[config.mk]
export PLATFORM = sky130hd
export DESIGN_NAME = edge_event_arbiter_flat
export DESIGN_NICKNAME = d
export VERILOG_FILES = /design/src/rtl/edge_event_arbiter_pkg.sv /design/src/rtl/edge_event_arbiter_if.sv /design/src/rtl/edge_pending_slot.sv /design/src/rtl/edge_event_arbiter.sv /design/src/flat_wrapper.sv
export SDC_FILE = /design/constraint.sdc
export NUM_CORES = 1
export LEC_CHECK = 0
export CAP_MARGIN = 5
export CORE_ASPECT_RATIO = 1.5
export CORE_MARGIN = 2
export CORE_UTILIZATION = 53
export DETAILED_ROUTE_END_ITERATION = 7
export HOLD_SLACK_MARGIN = 0.12
export PLACE_DENSITY = 0.9
export SYNTH_ARGS = -nofsm -noshare
export SYNTH_HDL_FRONTEND = slang
export SYNTH_SLANG_ARGS = --single-unit
[constraint.sdc]
create_clock -name clk -period 4 [get_ports clk]
set_clock_uncertainty 0.15 [all_clocks]
set_input_delay 0.6 -clock clk [delete_from_list [all_inputs] [get_ports clk]]
set_output_delay 0.6 -clock clk [all_outputs]
set_load 0.01 [all_outputs]
[src/rtl/edge_event_arbiter_pkg.sv]
// Shared constants for the edge event arbiter: default channel count and
// the encoding of the event_kind bit.
package edge_event_arbiter_pkg;

  localparam int NCH_DEFAULT = 4;

  localparam logic KIND_RISE = 1'b1;
  localparam logic KIND_FALL = 1'b0;

  // Index width for a channel count, never narrower than one bit.
  function automatic int id_width(input int nch);
    return (nch > 1) ? $clog2(nch) : 1;
  endfunction

endpackage

[src/rtl/edge_event_arbiter_if.sv]
// Edge inputs, event handshake and overflow flags of the edge event arbiter.
// The master side is the arbiter; the slave side is conditioners plus consumer.
interface edge_event_arbiter_if
  import edge_event_arbiter_pkg::*;
#(
  parameter int NCH = NCH_DEFAULT
);

  localparam int IDW = id_width(NCH);

  logic [NCH-1:0] positiveedge;
  logic [NCH-1:0] negativeedge;
  logic [NCH-1:0] conditioned;
  logic           event_ready;
  logic           clear_overflow;
  logic           event_valid;
  logic [IDW-1:0] event_id;
  logic           event_kind;
  logic [NCH-1:0] overflow;

  modport master (
    input  positiveedge, negativeedge, conditioned, event_ready, clear_overflow,
    output event_valid, event_id, event_kind, overflow
  );

  modport slave (
    output positiveedge, negativeedge, conditioned, event_ready, clear_overflow,
    input  event_valid, event_id, event_kind, overflow
  );

endinterface

[src/rtl/edge_pending_slot.sv]
// One channel's rise/fall pending bits and its sticky overflow flag.
// An edge that lands on a pending bit being consumed this cycle is kept, not dropped.
module edge_pending_slot (
  input  logic clk,
  input  logic reset,
  input  logic rise_in,
  input  logic fall_in,
  input  logic clr_rise,
  input  logic clr_fall,
  input  logic clear_overflow,
  output logic rise_pend,
  output logic fall_pend,
  output logic overflow
);

  logic rise_keep;
  logic fall_keep;
  logic drop;

  assign rise_keep = rise_pend & ~clr_rise;
  assign fall_keep = fall_pend & ~clr_fall;
  assign drop      = (rise_in & rise_keep) | (fall_in & fall_keep);

  // NOTE: state registers use non-blocking assignments so every flop samples
  // the pre-edge values of its neighbours, independent of process order.
  always_ff @(posedge clk) begin
    if (reset) begin
      rise_pend <= 1'b0;
      fall_pend <= 1'b0;
      overflow  <= 1'b0;
    end else begin
      rise_pend <= rise_in | rise_keep;
      fall_pend <= fall_in | fall_keep;
      // A fresh drop beats a coincident clear.
      overflow  <= drop | (overflow & ~clear_overflow);
    end
  end

endmodule

[src/rtl/edge_event_arbiter.sv]
// Collects per-channel edge events and presents them one at a time through a
// single valid/ready output register, picking channels round-robin.
module edge_event_arbiter
  import edge_event_arbiter_pkg::*;
#(
  parameter int NCH = NCH_DEFAULT
) (
  input  logic                  clk,
  input  logic                  reset,
  edge_event_arbiter_if.master  bus
);

  localparam int IDW = id_width(NCH);

  logic [NCH-1:0] rise_pend;
  logic [NCH-1:0] fall_pend;
  logic [NCH-1:0] clr_rise;
  logic [NCH-1:0] clr_fall;
  logic [NCH-1:0] any_pend;

  logic [IDW-1:0] rr_ptr;
  logic [IDW-1:0] win_idx;
  logic [IDW-1:0] rr_next;
  logic           win_found;
  logic           win_kind;
  logic           out_free;
  logic           load;

  for (genvar i = 0; i < NCH; i++) begin : g_slot
    edge_pending_slot u_slot (
      .clk           (clk),
      .reset         (reset),
      .rise_in       (bus.positiveedge[i]),
      .fall_in       (bus.negativeedge[i]),
      .clr_rise      (clr_rise[i]),
      .clr_fall      (clr_fall[i]),
      .clear_overflow(bus.clear_overflow),
      .rise_pend     (rise_pend[i]),
      .fall_pend     (fall_pend[i]),
      .overflow      (bus.overflow[i])
    );
  end

  assign any_pend = rise_pend | fall_pend;
  assign out_free = ~bus.event_valid | bus.event_ready;
  assign load     = out_free & win_found;

  // Round-robin search starting at rr_ptr, wrapping at NCH (need not be a power of two).
  always_comb begin
    logic [IDW:0] pos;
    // NOTE: every combinational output gets a default before any branch so
    // no path leaves it unassigned, which would infer a latch.
    win_found = 1'b0;
    win_idx   = '0;
    pos       = '0;
    for (int k = 0; k < NCH; k++) begin
      pos = {1'b0, rr_ptr} + (IDW+1)'(k);
      if (pos >= (IDW+1)'(NCH)) pos = pos - (IDW+1)'(NCH);
      if (!win_found && any_pend[pos[IDW-1:0]]) begin
        win_found = 1'b1;
        win_idx   = pos[IDW-1:0];
      end
    end
  end

  // With both edges pending, the debounced level tells which came first:
  // a high level means the rise already happened, so the fall is older.
  always_comb begin
    win_kind = KIND_FALL;
    if (rise_pend[win_idx] && fall_pend[win_idx])
      win_kind = bus.conditioned[win_idx] ? KIND_FALL : KIND_RISE;
    else if (rise_pend[win_idx])
      win_kind = KIND_RISE;
  end

  always_comb begin
    clr_rise = '0;
    clr_fall = '0;
    if (load) begin
      if (win_kind == KIND_RISE) clr_rise[win_idx] = 1'b1;
      else                       clr_fall[win_idx] = 1'b1;
    end
  end

  assign rr_next = (win_idx == IDW'(NCH-1)) ? '0 : win_idx + 1'b1;

  always_ff @(posedge clk) begin
    if (reset) begin
      bus.event_valid <= 1'b0;
      bus.event_id    <= '0;
      bus.event_kind  <= KIND_FALL;
      rr_ptr          <= '0;
    end else if (out_free) begin
      bus.event_valid <= win_found;
      if (win_found) begin
        bus.event_id   <= win_idx;
        bus.event_kind <= win_kind;
        rr_ptr         <= rr_next;
      end
    end
  end

endmodule
[src/flat_wrapper.sv]
// flat-port wrapper written by rule: the top's interface ports become plain ports
module edge_event_arbiter_flat import edge_event_arbiter_pkg::*;
#(
  parameter int NCH = NCH_DEFAULT
)
  (clk, reset, bus_positiveedge, bus_negativeedge, bus_conditioned, bus_event_ready, bus_clear_overflow, bus_event_valid, bus_event_id, bus_event_kind, bus_overflow);
  edge_event_arbiter_if #(.NCH(NCH)) bus_i ();
  input  logic clk;
  input  logic reset;
  input wire logic [$bits(bus_i.positiveedge)-1:0] bus_positiveedge;
  input wire logic [$bits(bus_i.negativeedge)-1:0] bus_negativeedge;
  input wire logic [$bits(bus_i.conditioned)-1:0] bus_conditioned;
  input wire logic [$bits(bus_i.event_ready)-1:0] bus_event_ready;
  input wire logic [$bits(bus_i.clear_overflow)-1:0] bus_clear_overflow;
  output wire logic [$bits(bus_i.event_valid)-1:0] bus_event_valid;
  output wire logic [$bits(bus_i.event_id)-1:0] bus_event_id;
  output wire logic [$bits(bus_i.event_kind)-1:0] bus_event_kind;
  output wire logic [$bits(bus_i.overflow)-1:0] bus_overflow;
  assign bus_i.positiveedge = bus_positiveedge;
  assign bus_i.negativeedge = bus_negativeedge;
  assign bus_i.conditioned = bus_conditioned;
  assign bus_i.event_ready = bus_event_ready;
  assign bus_i.clear_overflow = bus_clear_overflow;
  assign bus_event_valid = bus_i.event_valid;
  assign bus_event_id = bus_i.event_id;
  assign bus_event_kind = bus_i.event_kind;
  assign bus_overflow = bus_i.overflow;
  edge_event_arbiter #(.NCH(NCH)) u_core (.clk(clk), .reset(reset), .bus(bus_i));
endmodule
# Yosys cells after proc, flatten, opt, wreduce, memory -nomap -nowiden
# Index checks and enable logic that the tools add are counted.
[word_totals] ff_bits=18 latch_bits=0 mem_bits_rw=0 rom_bits=0 in_bits=16 out_inout_bits=8 wordCells=129 n_memories=0
[classes] add_sub_neg=8 n_mul=0 div_mod_pow=0 n_lt_le_gt_ge=10 n_eq_ne=1 shifts=0 mux=36 n_bitwise=49 n_reduce_logical=9
[ops] operator="1-bit AND" n=21
[ops] operator="2-bit two-way mux" n=9
[ops] operator="1-bit bitwise OR" n=17
[ops] operator="4-bit two-way mux" n=4
[ops] operator="2-bit by 3-bit < comparator with 1-bit output, second input constant" n=5
[ops] operator="1-bit two-way mux" n=15
[ops] operator="1-bit binary-select mux with 2-bit select" n=7
[ops] operator="1-bit NOT" n=10
[ops] operator="3-bit greater-or-equal comparator, second input constant" n=3
[ops] operator="2-bit by 1-bit subtractor with 2-bit output, second input constant" n=4
[ops] operator="2-bit by 2-bit adder with 3-bit output, second input constant" n=2
[ops] operator="1-bit logical AND" n=5
[ops] operator="4-bit bitwise OR" n=1
[ops] operator="2-bit by 1-bit adder with 3-bit output, second input constant" n=1
[ops] operator="2-bit by 3-bit greater-or-equal comparator with 1-bit output, second input constant" n=1
[ops] operator="1-bit zero test" n=3
[ops] operator="2-bit by 1-bit adder with 2-bit output, second input constant" n=1
[ops] operator="1-bit demux with 2-bit select" n=1
[ops] operator="2-bit == test, second input constant" n=1
[ops] operator="2-bit by 1-bit greater-or-equal comparator with 1-bit output, second input constant" n=1
[ops] operator="2-bit AND reduction" n=1

# Depth between registers and ports, before layout
# Gate-level depths: netlist of the first run.
[logic_depth] word_depth=25 ltp_mapped=8 depth_no_buf=8

# By module
# Synthesis of the first run repeated with hierarchy kept, for this count alone.
[unflattened] hier_cells=129 area_unflattened_um2=1039.7
[by_module_without_submodules] mod="edge_event_arbiter" instances=1 cells_per_inst=77 area_per_inst_um2=569.3 seq_area_each_um2=120.1
[by_module_without_submodules] mod="edge_pending_slot" instances=4 cells_per_inst=13 area_per_inst_um2=117.6 seq_area_each_um2=60.1

# Worst setup path before layout of the first run
# No wires, ideal clock.
[synth_timing] path_type="reg-to-reg" start="reg u_core.g_slot[0].u_slot.fall_pend" end="reg u_core.g_slot[0].u_slot.rise_pend" setup_time_ns=0.091 arrival_time_ns=1.815 t_required_ns=3.759 setup_slack_ns=1.944 path_stages_with_launch=7 n_path_buf=0 period_less_slack_ns=2.056 path_cell_list="dfxtp_1 > o21a_1 > o21a_1 > or3_4 > a311oi_4 > nor3b_2 > a311oi_1"
[synth_between] elab_chain_len=22 word_cells_on_any_way=44 classes_between="order compare (2); mux (29); bitwise (5); reduce/logical (8)"
[synth_lines] element="from (decl)" line_no="edge_pending_slot.sv:12" source="output logic fall_pend,"
[synth_lines] element="from (signal assigned)" line_no="edge_pending_slot.sv:33" source="fall_pend <= fall_in | fall_keep;"
[synth_lines] element="4-bit bitwise OR" line_no="edge_event_arbiter.sv:44" source="assign any_pend = rise_pend | fall_pend;"
[synth_lines] element="1-bit binary-select mux with 2-bit select" line_no="edge_event_arbiter.sv:59" source="if (!win_found && any_pend[pos[IDW-1:0]]) begin"
[synth_lines] element="1-bit two-way mux (not written as such)" line_no="edge_event_arbiter.sv:59"
[synth_lines] element="1-bit two-way mux" line_no="edge_event_arbiter.sv:59"
[synth_lines] element="1-bit zero test" line_no="edge_event_arbiter.sv:59"
[synth_lines] element="1-bit logical AND" line_no="edge_event_arbiter.sv:59"
[synth_lines] element="1-bit two-way mux" line_no="edge_event_arbiter.sv:59"
[synth_lines] element="1-bit zero test" line_no="edge_event_arbiter.sv:59"
[synth_lines] element="[... 6 more ...]"
[synth_lines] element="1-bit logical AND (not written as such), or another cell as far along" line_no="edge_event_arbiter.sv:80" source="if (win_kind == KIND_RISE) clr_rise[win_idx] = 1'b1;"
[synth_lines] element="1-bit two-way mux (not written as such), or another cell as far along" line_no="edge_event_arbiter.sv:80"
[synth_lines] element="1-bit demux with 2-bit select or 1-bit two-way mux (tied branches)"
[synth_lines] element="4-bit two-way mux" line_no="edge_event_arbiter.sv:80"
[synth_lines] element="4-bit two-way mux *" line_no="edge_event_arbiter.sv:79" source="if (load) begin"
[synth_lines] element="1-bit NOT *" line_no="edge_pending_slot.sv:20" source="assign rise_keep = rise_pend & ~clr_rise;"
[synth_lines] element="1-bit AND *" line_no="edge_pending_slot.sv:20"
[synth_lines] element="1-bit bitwise OR *" line_no="edge_pending_slot.sv:32" source="rise_pend <= rise_in | rise_keep;"
[synth_lines] element="to (signal assigned)" line_no="edge_pending_slot.sv:32"
[synth_lines] element="to (decl)" line_no="edge_pending_slot.sv:11" source="output logic rise_pend,"
# Mark *: on every way between the ends. The rest lies on a longest branch, timed or not. The select of a mux whose other input is x is not followed.
# A chain may end at the register's enable or synchronous reset.

# Worst setup path in the final report of the first run
[layout_timing] start="reg u_core.g_slot[0].u_slot.rise_pend" end="reg u_core.g_slot[0].u_slot.rise_pend"
[layout_between] elab_chain_len=22 word_cells_on_any_way=44 classes_between="order compare (2); mux (29); bitwise (5); reduce/logical (8)"
[layout_lines] element="4-bit bitwise OR" line_no="edge_event_arbiter.sv:44"
[layout_lines] element="1-bit binary-select mux with 2-bit select" line_no="edge_event_arbiter.sv:59"
[layout_lines] element="1-bit two-way mux (not written as such)" line_no="edge_event_arbiter.sv:59"
[layout_lines] element="1-bit two-way mux" line_no="edge_event_arbiter.sv:59"
[layout_lines] element="1-bit zero test" line_no="edge_event_arbiter.sv:59"
[layout_lines] element="1-bit logical AND" line_no="edge_event_arbiter.sv:59"
[layout_lines] element="1-bit two-way mux" line_no="edge_event_arbiter.sv:59"
[layout_lines] element="1-bit zero test" line_no="edge_event_arbiter.sv:59"
[layout_lines] element="[... 6 more ...]"
[layout_lines] element="1-bit logical AND (not written as such), or another cell as far along" line_no="edge_event_arbiter.sv:80"
[layout_lines] element="1-bit two-way mux (not written as such), or another cell as far along" line_no="edge_event_arbiter.sv:80"
[layout_lines] element="1-bit demux with 2-bit select or 1-bit two-way mux (tied branches)"
[layout_lines] element="4-bit two-way mux" line_no="edge_event_arbiter.sv:80"
[layout_lines] element="4-bit two-way mux" line_no="edge_event_arbiter.sv:79"
[layout_lines] element="1-bit NOT" line_no="edge_pending_slot.sv:20"
[layout_lines] element="1-bit AND *" line_no="edge_pending_slot.sv:20"
[layout_lines] element="1-bit bitwise OR *" line_no="edge_pending_slot.sv:32"
# Marked as above.

==> metrics.md, run 1 <==
| Metric | Value |
|---|---|
| Status | `finished, final reports clean` |
| Routed vias | `976` |
| CTS tree | `done` |
| Maximum fanout along the worst path | `10` |
| Row cnt | `20` |
| Clock latency on the worst-skew pair | `0.31 ns` |
| Synth warn | `0` |
| CTS sink cnt | `18` |
| Clock Root Buffer | `clkbuf_4` |
| Die Wd | `40.9 um` |
| Share of post-route cells with drive strength above 1 | `8.22%` |
| Crit path largest cell delay | `0.47 ns` |
| CP Class | `flop to flop` |
| Asr flop ratio synth | `0%` |
| Avg WL per Cell | `14.6 um` |
| Core ar. | `1980 um2` |
| I/O pins | `24` |
| Vias in the first global route | `924` |
| Drt first pass iters | `6` |
| Final Hold Viols | `0` |
| Register area share after synthesis | `33.2%` |
| Worst Path Arrival | `2.40 ns` |
| DRC violations left | `0` |
| GRT overflow | `0` |
| Placed inst area | `1300 um2` |
| Max_cap viols | `0` |
| Post-CTS resize count | `0` |
| Top post-synthesis cells by area | `dfxtp_1 (33%), a311oi_4 (4.8%), ha_1 (4.6%)` |
| Worst-path clk slew | `0.11 ns` |
| Post-route cell area | `1340 um2` |
| Period utilisation layout | `58.2%` |
| Yosys top cell area share | `33.2%` |
| Post-CTS Hold Buffers | `0` |
| Htree depth | `1` |
| Synth Instances | `126` |
| DRT antenna net count | `0` |
| Setup_tns | `0 ns` |
| Fmax | `0.429 GHz` |
| Min-delay worst type | `flop to flop` |
| Register bit total from synthesis | `18` |
| CTS buffer count | `3` |
| Synth area leader | `dfxtp_1` |
| First DRT Iteration DRCs | `30` |
| Setup-failing EPs final | `0` |
| EDFF count, synth | `0` |
| Worst Setup End Kind | `flop` |
| CP max stage cell | `a311oi_4` |
| Most used cell, CP | `o21a_1` |
| Worst path cell trace | `o21a_1 > o21a_1 > or3_4 > a311oi_4 > nor3b_2 > a311oi_1` |
| Leakage | `0.590 nW` |
| Pwr/cell area | `533 nW/um2` |
| Slew headroom | `50.1%` |
| Synth cell count leaders | `dfxtp_1 (18), nand2_1 (12), nor2_1 (10), inv_1 (9), nand2b_1 (7)` |
| Chip height | `59.4 um` |
| Mean Syn Cell Area | `8.61 um2` |
| Synthesized area | `1080 um2` |
| Least-Margin Pin Slew | `0.746 ns` |
| Total GRT Usage | `23.1%` |
| Initial core utilization | `54.9%` |
| Global-route wire length before repair | `3.82 mm` |
| Tmin final | `2.33 ns` |
| # diodes | `0` |
| Total Wirelength | `2.46 mm` |
| Count leader, synth | `dfxtp_1` |
| CP Launch Type | `flop` |
| Maximum vdd drop | `0.000327 V` |
| # port buffers | `23` |
| Final Slew Violations | `0` |
| Hpwl dp | `1.79 mm` |
| Gpl congestion | `0.796` |
| Max Root-Sink Buffers | `2` |
| Post-Syn Nets | `146` |
| Worst Path Required | `4.07 ns` |
| Synth cell types | `37` |
| Postcts setup bufs | `0` |
| Fin nets | `167` |
| Unrepaired setup endpoints after global routing | `no` |
| Vias per inst | `5.81` |
| WP buf/inv | `0` |
| Largest net degree at the start of global routing | `24` |
| Synth-to-Final Area Change | `23.3%` |
| Post-synth top flop | `dfxtp_1` |
| Die area | `2430 um2` |
| Top Family by Delay on Critical Path | `compound AO/OA/AOI/OAI gates` |
| Antenna violations before repair | `0` |
per-layer routing:
layer	global-route usage, %	part of all wire [%]	vias up
met2	35.9	50	29
met3	3.76	4.4	8
li1	-	-	490
met1	26.4	43	449
met4	17.6	3.1	0
met5	0	0	-
worst reg2reg max path: stages (launching register included):
cell      delay [ns]
dfxtp_1         0.40
o21a_1          0.22
o21a_1          0.18
or3_4           0.41
a311oi_4        0.47
nor3b_2         0.15
a311oi_1        0.27
placed cells by master (no fill, tap or decap), types with 3 or more instances in the layout:
cell type / n
clkdlybuf4s50_1: 23
dfxtp_1: 18
nand2_1: 12
nor2_1: 10
inv_1: 9
nand2b_1: 7
nor3_1: 5
a21oi_1: 5
a21o_1: 4
o22ai_1: 4
ha_1: 4
o211a_1: 3
nand3_1: 3
o32ai_1: 3
a311oi_1: 3
mux2i_1: 3
clkbuf_4: 3
power breakdown:
part / internal [mW] / leakage [nW] / switching [mW]
registers: 0.216 / 0.150 / 0.0375
clock network: 0.0557 / 0.0210 / 0.0620
logic: 0.157 / 0.419 / 0.185
total: 0.429 / 0.590 / 0.284
logic make-up (layout without fill, tap and decap cells):
| group | Yosys count | in the layout | share of synthesized area (%) |
|---|---|---|---|
| buffers and inverters | 18 | 38 | 7.61 |
| multiplexers | 3 | 3 | 2.77 |
| adder cells (fa/ha/maj) | 4 | 4 | 4.61 |
| flip-flops | 18 | 18 | 33.2 |
| AND/OR/NAND/NOR | 48 | 48 | 23.0 |
| AO/OA/AOI/OAI | 35 | 35 | 28.8 |
final timing paths:
| path | startpoint | end | slack [ns] | cells past startpoint |
|---|---|---|---|---|
| hold reg to reg | u_core.bus.event_id[1] | u_core.bus.event_id[1] | 0.36 | 2 |
| hold / removal | u_core.bus.event_id[1] | u_core.bus.event_id[1] | 0.36 | 2 |
| setup reg to reg | u_core.g_slot[0].u_slot.rise_pend | u_core.g_slot[0].u_slot.rise_pend | 1.67 | 6 |
| setup / recovery | u_core.g_slot[0].u_slot.rise_pend | u_core.g_slot[0].u_slot.rise_pend | 1.67 | 6 |
cell type report:
cell class,instances,area [um2]
multi-input cells,90,642
inverters,11,41.3
fillers,149,639
well taps,22,27.5
clock buffers,4,36.3
repair buffers,23,230
flip-flops and latches,18,360
state kept, by name, indices dropped and copies added (netlist names):
| signal | flops |
|---|---|
| u_core.g_slot.u_slot.overflow | 4 |
| u_core.g_slot.u_slot.rise_pend | 4 |
| u_core.bus.event_valid | 1 |
| u_core.bus.event_kind | 1 |
| u_core.g_slot.u_slot.fall_pend | 4 |
| u_core.rr_ptr | 2 |
| u_core.bus.event_id | 2 |
per-stage QoR:
stage | instances | setup WS [ns] | hold slack, ns | util, % | power [mW]
after floorplan | 126 | 1.94 | 0.337 | - | 0.497
after global placement | 164 | 1.52 | 0.328 | 65.8 | 0.579
after detailed placement | 164 | 1.48 | 0.339 | 65.8 | 0.592
after CTS | 168 | 1.70 | 0.362 | 67.7 | 0.708
after global routing | 168 | 1.53 | 0.387 | 67.7 | 0.752
final | 168 | 1.67 | 0.359 | 67.7 | 0.713
Power figures use the tool's default switching activity.
==> run 2, diff against run 1 <==
- CORE_UTILIZATION: 53 -> 49
- PLACE_DENSITY: 0.9 -> 0.85
- clock period: 4 -> 2.4 ns (I/O delays scaled with it)
==> metrics.md, run 2 (synthesis results as in run 1) <==
| Metric | Value |
|---|---|
| Status | `finished, final reports clean` |
| Htree depth | `1` |
| Row cnt | `20` |
| Hold Path Depth | `2` |
| Period utilisation layout | `98.8%` |
| Reg2Reg Depth | `7` |
| Maximum fanout along the worst path | `10` |
| CP Launch Type | `flop` |
| Clock Root Buffer | `clkbuf_4` |
| Worst min-delay path startpoint | `u_core.bus.event_valid` |
| Die Wd | `42.4 um` |
| Max_cap viols | `0` |
| CTS tree | `done` |
| GRT overflow | `0` |
| Most frequent cells in the layout | `clkdlybuf4s50_1 (23), dfxtp_1 (17), nand2_1 (12), nor2_1 (10), inv_1 (9)` |
| Chip height | `61.6 um` |
| Global-route wire length before repair | `4.24 mm` |
| Fillers | `165` |
| Largest net degree at the start of global routing | `17` |
| Gpl congestion | `0.817` |
| Least-Margin Pin Slew | `0.477 ns` |
| Final Slew Violations | `0` |
| Worst Path Required | `2.44 ns` |
| # port buffers | `23` |
| Worst-path clk slew | `0.11 ns` |
| Largest regs | `u_core.g_slot.u_slot.fall_pend: 4 flops, u_core.g_slot.u_slot.overflow: 4 flops, u_core.g_slot.u_slot.rise_pend: 4 flops` |
| Setup_tns | `0 ns` |
| Unrepaired setup endpoints after global routing | `no` |
| Commonest non-fill, non-tap cell in the layout | `clkdlybuf4s50_1` |
| DRT antenna net count | `0` |
| Vias in the first global route | `994` |
| CP Class | `flop to flop` |
| Die area | `2610 um2` |
| DRC violations left | `0` |
| Worst Setup End Kind | `flop` |
| Antenna violations before repair | `0` |
| # diodes | `0` |
| CTS sink cnt | `18` |
| Share of post-route cells with drive strength above 1 | `12.0%` |
| Reg2reg end | `u_core.g_slot[1].u_slot.rise_pend` |
| Clock latency on the worst-skew pair | `0.30 ns` |
| Final Hold Viols | `0` |
| Vias per inst | `6.05` |
| Total Wirelength | `2.65 mm` |
| I/O pins | `24` |
| Fmax | `0.422 GHz` |
| Initial core utilization | `52.9%` |
| WHS Endpoint | `u_core.bus.event_valid` |
| Pwr/cell area | `895 nW/um2` |
| Slew headroom | `68.2%` |
| Worst Path Arrival | `2.41 ns` |
| Avg WL per Cell | `15.4 um` |
| Drt first pass iters | `4` |
| Min-delay worst type | `flop to flop` |
| Tmin final | `2.37 ns` |
| Core ar. | `2050 um2` |
| FF/Latch Area | `362 um2` |
| Routed vias | `1,041` |
| Total GRT Usage | `21.7%` |
| CTS buffer count | `3` |
| Synth-to-Final Area Change | `27.6%` |
| Area taken by multi-input logic gates | `664 um2` |
| Hpwl dp | `1.87 mm` |
| RR Startpoint | `u_core.g_slot[0].u_slot.fall_pend` |
| Max Root-Sink Buffers | `2` |
| Setup-failing EPs final | `0` |
| First DRT Iteration DRCs | `24` |
| Reg-to-reg slack, setup | `0.03 ns` |
| Leakage | `0.606 nW` |
| Fin nets | `171` |
| Maximum vdd drop | `0.000536 V` |
| Final core utilization | `67.4%` |
[run 2: cell count changes in the layout (fill, tap and decap cells not counted), sizes merged]
cell	previous run	this run
buf	0	3
a311oi	5	6
[run 2: repair_timing]
item	CTS	global route
setup buffers	0	1
hold buffers	0	0
setup endpoints to repair	0	8
gates resized for setup	0	2
[run 2: how the worst max path moves through the flow]
stage	cells past startpoint	start	slack [ns]	end
after floorplan	6	u_core.g_slot[0].u_slot.fall_pend	0.34	u_core.g_slot[0].u_slot.rise_pend
final	7	u_core.g_slot[0].u_slot.fall_pend	0.03	u_core.g_slot[1].u_slot.rise_pend
after global placement	6	u_core.g_slot[0].u_slot.fall_pend	0.19	u_core.g_slot[3].u_slot.rise_pend
after detailed placement	6	u_core.g_slot[0].u_slot.fall_pend	0.12	u_core.g_slot[0].u_slot.rise_pend
after CTS	6	u_core.g_slot[0].u_slot.fall_pend	0.002	u_core.g_slot[1].u_slot.rise_pend
after global routing	7	u_core.g_slot[3].u_slot.rise_pend	0.02	u_core.g_slot[1].u_slot.rise_pend
[run 2: per-layer routing]
| metal | track usage [%] | wire (um) | part of all wire, % |
|---|---|---|---|
| met3 | 3.23 | 156 | 5.9 |
| met2 | 38.7 | 1350 | 51 |
| met4 | 14.7 | 90 | 3.4 |
| met5 | 0 | 0 | 0 |
| met1 | 23.8 | 1050 | 40 |
[run 2: critical path, stage by stage (launching register included)]
cell and delay [ns]:
dfxtp_1 0.37, o21a_1 0.23, o21a_1 0.17, or3_4 0.41, a311oi_4 0.26, buf_4 0.21
nor3b_2 0.08, a311oi_1 0.37
[run 2: stage by stage]
| step | setup WS, ns | std cells | power [mW] | instance area, um2 | hold slack (ns) |
|---|---|---|---|---|---|
| finish | 0.0287 | 172 | 1.24 | 1380 | 0.356 |
| global route | 0.0173 | 172 | 1.31 | 1380 | 0.398 |
| CTS | 0.00192 | 170 | 1.19 | 1350 | 0.365 |
| global placement | 0.186 | 166 | 0.969 | 1320 | 0.325 |
| floorplan | 0.344 | 126 | 0.828 | 1080 | 0.337 |
| detailed placement | 0.117 | 166 | 0.989 | 1320 | 0.349 |
[run 2: where the power goes]
| part | switching, mW | internal (mW) | leakage (nW) |
|---|---|---|---|
| sequential | 0.0584 | 0.361 | 0.150 |
| clock | 0.104 | 0.0927 | 0.0210 |
| combinational | 0.335 | 0.288 | 0.435 |
| total | 0.497 | 0.742 | 0.606 |
[run 2: final cells by class]
class	instances	area share [%]
clock buffers	4	2.62
inverters	11	2.98
multi-input cells	91	48.0
flip-flops and latches	18	26.1
well taps	22	1.99
repair buffers	26	18.3
==> run 3, diff against run 2 <==
- CORE_UTILIZATION: 49 -> 48
- PLACE_DENSITY: 0.85 -> 0.84
- SYNTH_HIERARCHICAL: not set -> 1
==> metrics.md, run 3 <==
| Metric | Value |
|---|---|
| # diodes | `0` |
| CTS tree | `done` |
| Synthesized area | `1040 um2` |
| # port buffers | `23` |
| Min-delay worst type | `flop to flop` |
| Slew headroom | `53.0%` |
| Max_cap viols | `0` |
| Count leader, synth | `dfxtp_1` |
| Core ar. | `2030 um2` |
| Clock Root Buffer | `clkbuf_4` |
| Mean Syn Cell Area | `8.06 um2` |
| EDFF count, synth | `0` |
| Post-synth top flop | `dfxtp_1` |
| Placed inst area | `1320 um2` |
| Synth area leader | `dfxtp_1` |
| Worst Path Required | `2.40 ns` |
| I/O pins | `24` |
| Avg WL per Cell | `15.0 um` |
| Worst-path clk slew | `0.11 ns` |
| Register area share after synthesis | `34.7%` |
| Post-CTS Hold Buffers | `0` |
| Hold Path Depth | `2` |
| Setup-failing EPs final | `0` |
| Setup_tns | `0 ns` |
| Commonest non-fill, non-tap cell in the layout | `clkdlybuf4s50_1` |
| DRC violations left | `0` |
| Synth Instances | `129` |
| Pwr/cell area | `768 nW/um2` |
| Total Wirelength | `2.71 mm` |
| Synth warn | `6` |
| DRT antenna net count | `0` |
| Synth cell count leaders | `dfxtp_1 (18), a21oi_1 (14), nand2b_1 (14), inv_1 (11), nand2_1 (11)` |
| Total GRT Usage | `22.3%` |
| CTS sink cnt | `18` |
| CTS buffer count | `3` |
| Worst Path Arrival | `2.37 ns` |
| Final Slew Violations | `0` |
| Largest regs | `u_core/g_slot.u_slot/fall_pend: 4 flops, u_core/g_slot.u_slot/overflow: 4 flops, u_core/g_slot.u_slot/rise_pend: 4 flops` |
| Share of post-route cells with drive strength above 1 | `11.4%` |
| Tmin final | `2.37 ns` |
| Gpl congestion | `0.883` |
| Postcts setup bufs | `0` |
| Vias per inst | `5.87` |
| First DRT Iteration DRCs | `42` |
| Status | `finished, final reports clean` |
| Reg2Reg Depth | `7` |
| Hold WS | `0.344 ns` |
| Post-Syn Nets | `149` |
| Synth-to-Final Area Change | `32.6%` |
| Chip height | `61 um` |
| Vias in the first global route | `1,100` |
| Register bit total from synthesis | `18` |
| Max Root-Sink Buffers | `2` |
| Initial core utilization | `51.3%` |
| Clock latency on the worst-skew pair | `0.29 ns` |
| Yosys top cell area share | `34.7%` |
| Routed vias | `1,056` |
| Die Wd | `42 um` |
| Asr flop ratio synth | `0%` |
| GRT overflow | `0` |
| Maximum vdd drop | `0.000477 V` |
| Fmax | `0.422 GHz` |
| Synth cell types | `34` |
| Leakage | `0.553 nW` |
| Top post-synthesis cells by area | `dfxtp_1 (35%), nand2b_1 (8.4%), a21oi_1 (6.7%)` |
| Period utilisation layout | `98.7%` |
| Maximum fanout along the worst path | `8` |
| Pwr Total | `1.06 mW` |
| Fin nets | `179` |
| Largest net degree at the start of global routing | `19` |
| Final Hold Viols | `0` |
| Row cnt | `20` |
| Antenna violations before repair | `0` |
| Worst Setup End Kind | `flop` |
| Die area | `2560 um2` |
| Least-Margin Pin Slew | `0.703 ns` |
| Htree depth | `1` |
| CP Class | `flop to flop` |
| Most frequent cells in the layout | `clkdlybuf4s50_1 (23), dfxtp_1 (18), nand2b_1 (14), a21oi_1 (14)` |
| Drt first pass iters | `4` |
| Global-route wire length before repair | `4.37 mm` |
| Hpwl dp | `1.92 mm` |
| Post-route cell area | `1380 um2` |
| CP Launch Type | `flop` |
## run 3: path summary, 6_finish.rpt
path,startpoint,endpoint,slack [ns]
max,u_core/rr_ptr[1],u_core/g_slot[1].u_slot/fall_pend,0.03
max reg2reg,u_core/rr_ptr[1],u_core/g_slot[1].u_slot/fall_pend,0.03
min,u_core/g_slot[2].u_slot/overflow,u_core/g_slot[2].u_slot/overflow,0.34
min reg2reg,u_core/g_slot[2].u_slot/overflow,u_core/g_slot[2].u_slot/overflow,0.34
## run 3: layout make-up
class	instances	area (um2)
Multi-Input combinational cell	99	661
Sequential cell	18	360
Tap cell	22	27.5
Inverter	11	41.3
Clock buffer	4	36.3
Fill cell	175	648
Timing Repair Buffer	26	253
## run 3: cells by family after synthesis
| group | after synthesis | share of synthesized area, % |
|---|---|---|
| simple gates | 58 | 30.1 |
| buf+inv | 12 | 4.33 |
| mux | 3 | 3.01 |
| fa+ha+maj | 4 | 4.81 |
| compound gates | 34 | 23.1 |
| flops | 18 | 34.7 |
## run 3: where the power goes
| part | total (mW) | switching [mW] | internal, mW |
|---|---|---|---|
| Combinational | 0.477 | 0.253 | 0.225 |
| Sequential | 0.391 | 0.0482 | 0.343 |
| Clock | 0.190 | 0.0975 | 0.0924 |
## run 3: critical path, stage by stage (launching register included)
cell      delay [ns]
dfxtp_1         0.49
nor3_1          0.12
a211oi_2        0.43
nor3_1          0.16
mux2_2          0.33
nor3_1          0.30
nand2b_1        0.18
a21oi_1         0.08
## run 3: metal layers
layer | routed length (um) | track usage (%)
met5 | 0 | 0
met4 | 6 | 13.4
met3 | 143 | 5.36
met2 | 1520 | 42.0
met1 | 1040 | 22.3
## run 3: metrics by stage
stage               instances  setup slack (ns)  utilization (%)
global route              180           -0.0272             68.0
finish                    180            0.0318             68.0
detailed placement        176            0.0191             64.9
global placement          176            0.0578             64.9
floorplan                 129             0.425                -
CTS                       180          -0.00350             66.7
## run 3: timing repair
item / 4_1_cts / 5_1_grt
cloned: 0 / 0
setup endpoints to repair: 1 / 11
gates resized for setup: 0 / 6
hold endpoints to repair: 0 / 0
pin swaps: 0 / 2
